--- src/rtl/snake_game_ctrl.sv ---
// Game-flow controller: IDLE/PLAY/RESPAWN/GAME_OVER with lives, score, level and move tick.
// Optional HIGH_SCORE_EN builds a high-score register latched on entry to GAME_OVER.
module snake_game_ctrl #(
  parameter int SCORE_W          = 8,
  parameter int LIVES            = 3,
  parameter int LIVES_W          = 2,
  parameter int LVL_W            = 3,
  parameter int LEVEL_STEP       = 8,
  parameter int BASE_PERIOD      = 12,
  parameter int RESPAWN_FRAMES   = 60,
  parameter int OVER_HOLD_FRAMES = 120
) (
  input  logic               clk,
  input  logic               reset,
  input  logic               up,
  input  logic               down,
  input  logic               left,
  input  logic               right,
  input  logic               frame_tick,
  input  logic [1:0]         collision_state,
  output logic [1:0]         state,
  output logic               apple_trigger,
  output logic               move_tick,
  output logic [SCORE_W-1:0] score,
  output logic [LIVES_W-1:0] lives,
  output logic [LVL_W-1:0]   level,
  output logic [SCORE_W-1:0] high_score
);

  typedef enum logic [1:0] {
    IDLE      = 2'b00,
    PLAY      = 2'b01,
    RESPAWN   = 2'b10,
    GAME_OVER = 2'b11
  } state_t;

  localparam int CW   = $clog2(BASE_PERIOD + 1);
  localparam int PW   = ((LVL_W > CW) ? LVL_W : CW) + 1;
  localparam int FMAX = (RESPAWN_FRAMES > OVER_HOLD_FRAMES) ?
                        RESPAWN_FRAMES : OVER_HOLD_FRAMES;
  localparam int FW   = $clog2(FMAX + 1);
  localparam int AW   = $clog2(LEVEL_STEP + 1);

  state_t          st;
  logic            hit_seen;
  logic            apple_seen;
  logic [CW-1:0]   move_cnt;
  logic [FW-1:0]   fcnt;
  logic [AW-1:0]   apple_cnt;

  logic            btn;
  logic            hit_acc;
  logic            apple_acc;
  logic            last_life;
  logic [PW-1:0]   base_w;
  logic [PW-1:0]   lvl_w;
  logic [PW-1:0]   period_w;
  logic [CW-1:0]   period;

  assign state     = st;
  assign btn       = up | down | left | right;
  assign hit_acc   = (st == PLAY) && (collision_state == 2'b01) && !hit_seen;
  assign apple_acc = (st == PLAY) && (collision_state == 2'b10) && !apple_seen;
  assign last_life = (lives == LIVES_W'(1));

  // Move period shrinks with level but never drops below one frame.
  assign base_w   = PW'(BASE_PERIOD);
  assign lvl_w    = PW'(level);
  assign period_w = (base_w > lvl_w) ? (base_w - lvl_w) : PW'(1);
  assign period   = CW'(period_w);

  always_ff @(posedge clk or posedge reset) begin
    if (reset) begin
      st            <= IDLE;
      apple_trigger <= 1'b0;
      move_tick     <= 1'b0;
      score         <= '0;
      lives         <= LIVES_W'(LIVES);
      level         <= '0;
      hit_seen      <= 1'b0;
      apple_seen    <= 1'b0;
      move_cnt      <= '0;
      fcnt          <= '0;
      apple_cnt     <= '0;
    end else begin
      apple_trigger <= 1'b0;
      move_tick     <= 1'b0;
      // An event coinciding with frame_tick wins and keeps its flag set.
      if (frame_tick) begin
        hit_seen   <= 1'b0;
        apple_seen <= 1'b0;
      end
      if (hit_acc)   hit_seen   <= 1'b1;
      if (apple_acc) apple_seen <= 1'b1;

      unique case (st)
        IDLE: begin
          if (btn) begin
            st        <= PLAY;
            score     <= '0;
            level     <= '0;
            lives     <= LIVES_W'(LIVES);
            apple_cnt <= '0;
            move_cnt  <= CW'(BASE_PERIOD);
          end
        end
        PLAY: begin
          if (frame_tick) begin
            if (move_cnt == CW'(1)) begin
              move_tick <= 1'b1;
              move_cnt  <= period;
            end else begin
              move_cnt <= move_cnt - CW'(1);
            end
          end
          if (hit_acc) begin
            fcnt <= '0;
            if (last_life) begin
              lives <= '0;
              st    <= GAME_OVER;
            end else begin
              lives <= lives - LIVES_W'(1);
              st    <= RESPAWN;
            end
          end else if (apple_acc) begin
            apple_trigger <= 1'b1;
            if (!(&score)) score <= score + SCORE_W'(1);
            if (apple_cnt == AW'(LEVEL_STEP - 1)) begin
              apple_cnt <= '0;
              if (!(&level)) level <= level + LVL_W'(1);
            end else begin
              apple_cnt <= apple_cnt + AW'(1);
            end
          end
        end
        RESPAWN: begin
          if (frame_tick) begin
            if (fcnt == FW'(RESPAWN_FRAMES - 1)) begin
              st       <= PLAY;
              fcnt     <= '0;
              move_cnt <= period;
            end else begin
              fcnt <= fcnt + FW'(1);
            end
          end
        end
        GAME_OVER: begin
          if (frame_tick) begin
            if (fcnt == FW'(OVER_HOLD_FRAMES - 1)) begin
              st   <= IDLE;
              fcnt <= '0;
            end else begin
              fcnt <= fcnt + FW'(1);
            end
          end
        end
      endcase
    end
  end

`ifdef HIGH_SCORE_EN
  always_ff @(posedge clk or posedge reset) begin
    if (reset) begin
      high_score <= '0;
    end else if (hit_acc && last_life && (score > high_score)) begin
      high_score <= score;
    end
  end
`else
  assign high_score = '0;
`endif

endmodule

--- config.mk ---
export PLATFORM = sky130hd
export DESIGN_NAME = snake_game_ctrl
export DESIGN_NICKNAME = d
export VERILOG_FILES = /design/src/rtl/snake_game_ctrl.sv
export SDC_FILE = /design/constraint.sdc
export NUM_CORES = 1
export LEC_CHECK = 0
export BUFFER_PORTS_ARGS = -buffer_cell sky130_fd_sc_hd__buf_2
export CAP_MARGIN = 20
export CORE_AREA = 2 2 65 67
export DETAILED_ROUTE_END_ITERATION = 10
export DIE_AREA = 0 0 67 69
export GPL_TIMING_DRIVEN = 0
export PLACE_DENSITY = 0.76
export SLEW_MARGIN = 10
export SYNTH_ARGS = -nofsm -noshare
export SYNTH_HDL_FRONTEND = slang
export SYNTH_SLANG_ARGS = --single-unit
--- constraint.sdc ---
create_clock -name clk -period 2.7 [get_ports clk]
set_input_delay 0 -clock clk [delete_from_list [all_inputs] [get_ports clk]]
set_output_delay 0 -clock clk [all_outputs]
set_load 0.01 [all_outputs]
# After elaboration in Yosys (flattened, before gate mapping)
# Cells that the tools add are included.
# totals
out_inout_bits	25
elab_cells	115
ff_bits	34
# op_classes
order_cmp	1
n_reduce_logical	21
muxes	50
eq_ne	22
add_sub_neg	7
n_bitwise	3
# op_table
cell	count
$mux 4	10
$mux 7	5
$mux 8	4
$ne 2x2->1 const B	11
$pmux 7 s3	1
$mux 2	9
$pmux 8 s2	1
$mux 3	5
$pmux 4 s3	1
$reduce_and 6->1	2
$mux 1	10
$reduce_and 5->1	2
$add 8x1->8 const B	1
$pmux 2 s4	1
$pmux 4 s2	1
$reduce_and 4->1	2
$reduce_and 8->1	1
$add 7x1->7 const B	1
$eq 7x6->1 const B	1
$eq 7x7->1 const B	1
$eq 2x1->1 const B	3
$eq 2x2->1 const B	3
$pmux 3 s2	1
$reduce_and 3->1	2
16 further kinds	25

# Longest topological paths before layout
# Gate-level depths: netlist of the first run.
# depth
word_depth	6
mapped_depth	7
ltp_nobuf	7

# Least setup slack after synthesis of the first run
# Ideal clock, no wire load.
# synth_timing
path_type	register to register
from	register st[0], in the netlist state[0]
to	register fcnt[3]
slack_ns	0.704
stages_incl_launch_ff	8
arrival_ns	1.909
synth_period_minus_slack_ns	1.996
required_ns	2.613
path_cell_list	dfrtp_1 inv_1 ha_1 nor2_1 or3_1 buf_2 or4_1 o211ai_1
# synth_via
elab_chain_cells	5
# synth_lines
element	line_no	text
from (decl)	44	state_t st;
from (signal assigned)	74	st <= IDLE;
from (signal assigned)	99	st <= PLAY;
from (signal assigned)	120	st <= GAME_OVER;
$eq 2x1->1	62, 96	
$logic_and 1x1->1 (2 in a row)	62	assign hit_acc = (st == PLAY) && (collision_state == 2'b01) && !hit_seen;
$ne 2x2->1 (no source line)	-	
$reduce_and 4->1 (no source line)	-	
to (signal assigned)	143	fcnt <= fcnt + FW'(1);
to (signal assigned)	153	fcnt <= fcnt + FW'(1);
to (decl)	48	logic [FW-1:0] fcnt;
# Parallel ways exist; a longest one is shown, timed or not.
# A chain may end at the register's enable or synchronous reset.

# Worst setup path in the final report of the first run
# layout_timing
from	register st[1], in the netlist state[1]
to	register fcnt[6]
# Same word-level chain as after synthesis.

==> results of run 1 <==
-- worst reg2reg max path: stages (launching register included) --
cell,delay (ns)
dfrtp_1,0.42
inv_1,0.14
ha_1,0.26
clkinv_1,0.31
o221ai_2,0.51
nor2_1,0.16
a221o_1,0.31
-- metrics by stage --
step           hold WS [ns]  instance area, um2  setup slack (ns)
4_1_cts             0.00381                2410             0.469
3_5_place_dp          0.162                2310             0.470
6_report            0.00724                2410             0.470
3_3_place_gp          0.313                2310             0.486
2_1_floorplan         0.129                2120             0.704
5_1_grt              0.0275                2410             0.212
-- power groups by stage --
stage / logic [mW] / registers [mW] / clock network, mW
2_1_floorplan: 0.832 / 0.822 / 0
3_3_place_gp: 1.13 / 0.820 / 0
3_5_place_dp: 1.15 / 0.829 / 0
4_1_cts: 1.16 / 0.819 / 0.403
5_1_grt: 1.31 / 0.844 / 0.424
6_report: 1.15 / 0.817 / 0.395
-- cells by family after synthesis --
logic type,count (synthesis)
DFF,34
adders and majority gates,16
xor gates and xnor gates,2
buffers and inverters,26
AOI/OAI and AO/OA,57
and+or+nand+nor,84
muxes,8
other,1
-- sequential cells by signal, summed over array words and instances (netlist names) --
| name | cells |
|---|---|
| hit_seen | 1 |
| move_cnt | 4 |
| lives | 2 |
| state | 2 |
| apple_seen | 1 |
| apple_trigger | 1 |
| move_tick | 1 |
| apple_cnt | 4 |
| fcnt | 7 |
| level | 3 |
| score | 8 |
-- cells in the final DEF (no fill, tap or decap), types with 2 or more instances in the layout --
cell       instances
or3_1              3
o21ai_0           19
buf_4              8
or2_2              2
o21a_1             3
dfstp_2            2
nor4_1             3
inv_1             13
o22ai_1            2
nor2b_1            2
nor3_1             4
clkbuf_1           3
a22o_1             3
clkbuf_8           6
ha_1              16
o31ai_1            4
a21o_1             2
o221ai_1           2
dfrtp_1           32
nand2_1           28
nand4_1            4
buf_2             26
nor2_1            12
mux2i_1            6
and2_1             4
a21oi_1           10
o211ai_1           3
o2bb2ai_1          3
conb_1             8
nand3_1            9
and3_1             5
-- cell usage after synthesis (5+ instances only) --
cell type,count
nand3_1,9
nor2_1,12
inv_1,14
nand2_1,28
buf_4,8
dfrtp_1,32
and3_1,5
mux2i_1,6
a21oi_1,10
ha_1,16
o21ai_0,19
-- path summary, 6_finish.rpt --
kind,start,end,slack [ns],cells after the start
max,state[1],fcnt[6],0.47,6
min,frame_tick,move_tick,0.007,2
max reg2reg,state[1],fcnt[6],0.47,6
min reg2reg,apple_seen,apple_seen,0.48,1
max in group asynchronous,reset,fcnt[5],1.86,3
min in group asynchronous,reset,score[0],0.38,3
-- metal layers --
layer,part of all wire (%),vias to the layer above
met5,0,-
met4,1.4,0
met3,4.9,5
met2,47,43
met1,46,845
li1,-,887
-- final cells by class --
type | count | area share (%)
multi-input combinational | 175 | 47.2
sequential | 34 | 35.4
tap | 50 | 2.60
clock buffer | 7 | 3.59
clock inverter | 1 | 0.208
timing repair buffer | 26 | 5.61
inverter | 15 | 2.34
buffer | 11 | 3.01
==> impl_metrics.py, run 1 <==
metrics = {
    "hold_path": {
        "hold_path.class": "input port to flop",
    },
    "pwr": {
        "p_int_mw": 1.33,
        "power.switching_mw": 1.04,
        "p_leak_nw": 1.17,
        "vdd.ir_drop.worst_mv": 0.562,
        "switching_share_pct": 43.8,
        "power_mw": 2.37,
        "power_frac_clock_pct": 16.7,
        "power_frac_comb_pct": 48.8,
        "powerDensity_mw_per_mm2": 983,
        "pwr-share-seq_pct": 34.5,
    },
    "grt": {
        "grt_max_degree": 35,
        "grt-ovfl-total": 0,
        "grt_pass1_vias": 1644,
        "use_met1_pct": 28.4,
        "antenna_found_initial": 0,
        "grt_util_all_layers_pct": 20.6,
        "grtUsageMet2_pct": 31.4,
        "grt_pass1_wl_mm": 7.55,
        "use_met3_pct": 4.89,
        "grt-busiest-layer": "met2",
    },
    "finish": {
        "fillers": 359,
        "drive_gt1_share_pct": 18.6,
        "nets": 293,
        "register_area_um2": 853,
        "instances_no_fill": 319,
        "multiInputGateArea_mm2": 0.00114,
        "area_growth_pct": 15.1,
        "num_antenna_cells": 0,
        "post-route-util_pct": 61.5,
    },
    "die": {
        "initial_core_util_pct": 53.5,
        "chipWidth_um": 67,
        "fp.dieH_um": 69,
        "io_pins": 34,
        "die_area_mm2": 0.00462,
        "core-area_mm2": 0.00391,
        "num_rows": 23,
    },
    "sta": {
        "tightest_slew_ns": 0.703,
        "clock_skew_ns": 0.00985,
        "period_share_pct": 82.6,
        "hold_viol": 0,
        "finalSetupTns_ns": 0,
        "min_period_ns": 2.23,
        "setup_viol": 0,
        "rsz0062_at_grt": "no",
        "slew_headroom_pct": 53.1,
        "slew_violations": 0,
        "clock.fmax_mhz": 448,
    },
    "cts": {
        "path_clk_slew_ns": 0.07,
        "cts.path.max_buffers": 2,
        "clockRootBuffer": "clkbuf_8",
        "hold_buffers": 1,
        "clock_sinks": 34,
        "clkLatencyLatePin_ns": 0.29,
        "cts_buffers": 5,
        "htree_num_levels": 2,
        "cts_tree": "done",
        "ctsResizeCount": 0,
        "cts_setup_buffers": 0,
    },
    "routing": {
        "remaining_drc_errors": 0,
        "drt_pre_antenna_iters": 4,
        "vias": 1780,
        "wl_per_cell_um": 13.7,
        "drtIter0Drc": 168,
        "wl_mm": 4.37,
        "via_per_inst": 5.58,
        "final_antenna_net_count": 0,
    },
    "worst_setup_path": {
        "startpoint_type": "flop",
        "critPathTopFamily": "compound AO/OA/AOI/OAI gates",
        "cp.required_ns": 2.87,
        "crit_buf_inv": 2,
        "cp_cell_sequence": "inv_1, ha_1, clkinv_1, o221ai_2, nor2_1, a221o_1",
        "critPathMaxFanout": 10,
        "crit_type": "flop to flop",
        "crit_arrival_ns": 2.40,
        "cpMaxStageDelayCell": "o221ai_2",
        "crit_path_end_kind": "flop",
        "worst_path_largest_cell_delay_ns": 0.51,
    },
    "synthesis": {
        "synth.distinct_cells": 49,
        "synthesis.area_mm2": 0.00209,
        "synth_top_area_cell": "dfrtp_1",
        "synth_area_per_cell_um2": 9.18,
        "async_flop_share_pct": 100,
        "seq_area_frac_synth_pct": 40.8,
        "ys.flop_type": "dfrtp_1",
        "synthesis.yosys.warnings": 0,
        "synth_top_family_by_area": "simple AND/OR/NAND/NOR gates",
        "synth_edf_count": 0,
        "synthMuxAreaShare_pct": 3.95,
        "synth_area_leaders": "dfrtp_1, ha_1, nand2_1",
        "synthCells": 228,
        "synth_compound_area_share_pct": 18.2,
        "synthSimpleGateAreaFrac_pct": 20.3,
        "synthAdderAreaFrac_pct": 9.57,
        "synth.top_cell.area_share_pct": 38.3,
        "synth_xor_area_share_pct": 0.837,
        "postSynthRegisterBits": 34,
    },
    "run": {
        "maxCapViolCount": 0,
    },
    "outcome": {
        "status": "complete, no violations",
    },
    "place": {
        "dp.cells": 310,
        "port_buffers": 25,
        "hpwlAfterDp_mm": 3.18,
        "place.gp.congestion": 0.816,
    },
}
No activity file was read; power rests on OpenSTA's default activity.
==> inputs of run 2 (changes only) <==
--- a/config.mk
+++ b/config.mk
@@ -7,11 +7,11 @@
 export LEC_CHECK = 0
 export BUFFER_PORTS_ARGS = -buffer_cell sky130_fd_sc_hd__buf_2
 export CAP_MARGIN = 20
-export CORE_AREA = 2 2 65 67
+export CORE_AREA = 2 2 68 70
 export DETAILED_ROUTE_END_ITERATION = 10
-export DIE_AREA = 0 0 67 69
+export DIE_AREA = 0 0 70 72
 export GPL_TIMING_DRIVEN = 0
-export PLACE_DENSITY = 0.76
+export PLACE_DENSITY = 0.73
 export SLEW_MARGIN = 10
 export SYNTH_ARGS = -nofsm -noshare
 export SYNTH_HDL_FRONTEND = slang
==> constraint.sdc (replaced) <==
create_clock -name clk -period 1.79 [get_ports clk]
set_input_delay 0 -clock clk [delete_from_list [all_inputs] [get_ports clk]]
set_output_delay 0 -clock clk [all_outputs]
set_load 0.01 [all_outputs]
==> run 2 against run 1 <==
The flow now finishes with violations (setup timing); first-iteration DRC count rose by 7.1%; combinational power rose by 110%; fmax rose by 20%.
==> impl_metrics.py, run 2 (synthesis gave the netlist of run 1 again) <==
metrics = {
    "die": {
        "core-area_mm2": 0.00426,
        "initial_core_util_pct": 49.1,
        "chipWidth_um": 70,
        "io_pins": 34,
        "fp.dieH_um": 72,
        "die_area_mm2": 0.00504,
        "num_rows": 24,
    },
    "finish": {
        "num_antenna_cells": 0,
        "reg_top3": "score x8, fcnt x7",
        "top_register": "score",
        "area_growth_pct": 31.0,
        "fillers": 353,
        "drive_gt1_share_pct": 35.1,
        "mostFrequentLayoutCell": "dfrtp_1",
        "layout_common_cells": "dfrtp_1, nand2_1, buf_2, buf_4, o21ai_0",
        "largest_reg_flops": 8,
        "instances_no_fill": 334,
        "nets": 306,
    },
    "worst_setup_path": {
        "worst_path_largest_cell_delay_ns": 0.45,
        "startpoint_type": "flop",
        "crit_path_end_kind": "flop",
        "crit_type": "flop to flop",
        "crit_buf_inv": 1,
        "cpMaxStageDelayCell": "dfrtp_2",
        "critPathMaxFanout": 5,
        "critPathTopFamily": "simple AND/OR/NAND/NOR gates",
        "cp_cell_sequence": "ha_2, nor4_2, or3_1, buf_6, and3_4, mux2_4",
        "cp.required_ns": 1.96,
        "crit_arrival_ns": 2.04,
    },
    "sta": {
        "timing.final.ws_setup_ns": -0.0734,
        "clock.fmax_mhz": 537,
        "tightest_slew_ns": 0.754,
        "hold_viol": 0,
        "finalSetupTns_ns": -0.179,
        "clock_skew_ns": 0.00274,
        "min_period_ns": 1.86,
        "setup_viol": 4,
        "slew_violations": 0,
        "rsz0062_at_grt": "yes",
        "period_share_pct": 104,
        "slew_headroom_pct": 49.3,
        "whs_ns": 0.0659,
    },
    "place": {
        "detailedPlace.worstSlack_ns": -0.425,
        "place.gp.congestion": 0.835,
        "port_buffers": 25,
        "dp.cells": 312,
        "hpwlAfterDp_mm": 3.22,
    },
    "routing": {
        "wl_met1_mm": 2.25,
        "via_per_inst": 5.49,
        "vias": 1835,
        "remaining_drc_errors": 0,
        "drt_pre_antenna_iters": 4,
        "route.met2.wl_mm": 2.39,
        "drtIter0Drc": 180,
        "wl_per_cell_um": 14.5,
        "dr.max_layer_used": "met4",
        "wl_mm": 4.85,
        "wl_met3_um": 139,
        "final_antenna_net_count": 0,
    },
    "outcome": {
        "violations": "setup timing",
        "status": "finished, violations left",
    },
    "pwr": {
        "powerDensity_mw_per_mm2": 1590,
        "vdd.ir_drop.worst_mv": 1.02,
        "p_leak_nw": 1.27,
    },
    "cts": {
        "clock_sinks": 34,
        "clockRootBuffer": "clkbuf_8",
        "cts_buffers": 5,
        "path_clk_slew_ns": 0.07,
        "cts_tree": "done",
        "htree_num_levels": 2,
        "clkLatencyLatePin_ns": 0.29,
        "cts.path.max_buffers": 2,
    },
    "grt": {
        "grt_pass1_vias": 1743,
        "grt-ovfl-total": 0,
        "antenna_found_initial": 0,
        "grt_pass1_wl_mm": 8.14,
        "grt_util_all_layers_pct": 20.3,
        "grt_max_degree": 35,
    },
    "run": {
        "maxCapViolCount": 0,
    },
    "hold_path": {
        "hold_path.class": "input port to flop",
    },
}
## run 2: cell count changes in the layout (fill, tap and decap cells not counted), sizes merged
cell / change
buf: +14
inv: +1
clkinv: -2
## run 2: what timing repair did
action,in CTS,in global routing
setup endpoints to repair,31,25
pin swaps,3,4
endpoints found under the hold margin,32,0
hold buffers,1,0
resized for setup,19,23
setup buffers,10,3
## run 2: final timing paths
kind,from,endpoint,slack (ns),cells past startpoint
max in group asynchronous,reset,fcnt[2],0.90,3
hold / removal,frame_tick,move_tick,0.07,2
setup reg to reg,state[1],state[1],-0.07,6
hold reg to reg,apple_seen,apple_seen,0.48,1
setup / recovery,state[1],state[1],-0.07,6
min in group asynchronous,reset,state[0],0.38,3
## run 2: stage by stage
step / instance area, um2 / total power, mW / utilization (%)
global placement: 2360 / 3.08 / 55.3
detailed placement: 2360 / 3.13 / 55.3
floorplan: 2170 / 2.63 / -
global route: 2740 / 4.69 / 64.3
CTS: 2640 / 4.20 / 61.8
finish: 2740 / 4.35 / 64.3
## run 2: layer usage
metal,vias up,global-route usage [%]
li1,921,-
met1,878,25.3
met2,30,35.2
met3,6,5.14
met4,0,5.98
met5,-,0
## run 2: power by group
group	switching, mW	internal (mW)
combinational	1.26	1.16
sequential	0.253	1.00
clock	0.291	0.389
total	1.81	2.54
## run 2: final cells by class
cell class                      instances  area [um2]  area share [%]
Inverter                               15        63.8            2.33
Tap cell                               52        65.1            2.37
Timing Repair Buffer                   39         245            8.95
Multi-Input combinational cell        175        1320            48.1
Buffer                                 11        81.3            2.97
Sequential cell                        34         857            31.3
Clock buffer                            8         110            4.02
## run 2: worst reg2reg max path, stage by stage, from the launching register on
cell and delay [ns]:
dfrtp_2 0.45, ha_2 0.28, nor4_2 0.06, or3_1 0.35
buf_6 0.14, and3_4 0.18, mux2_4 0.29
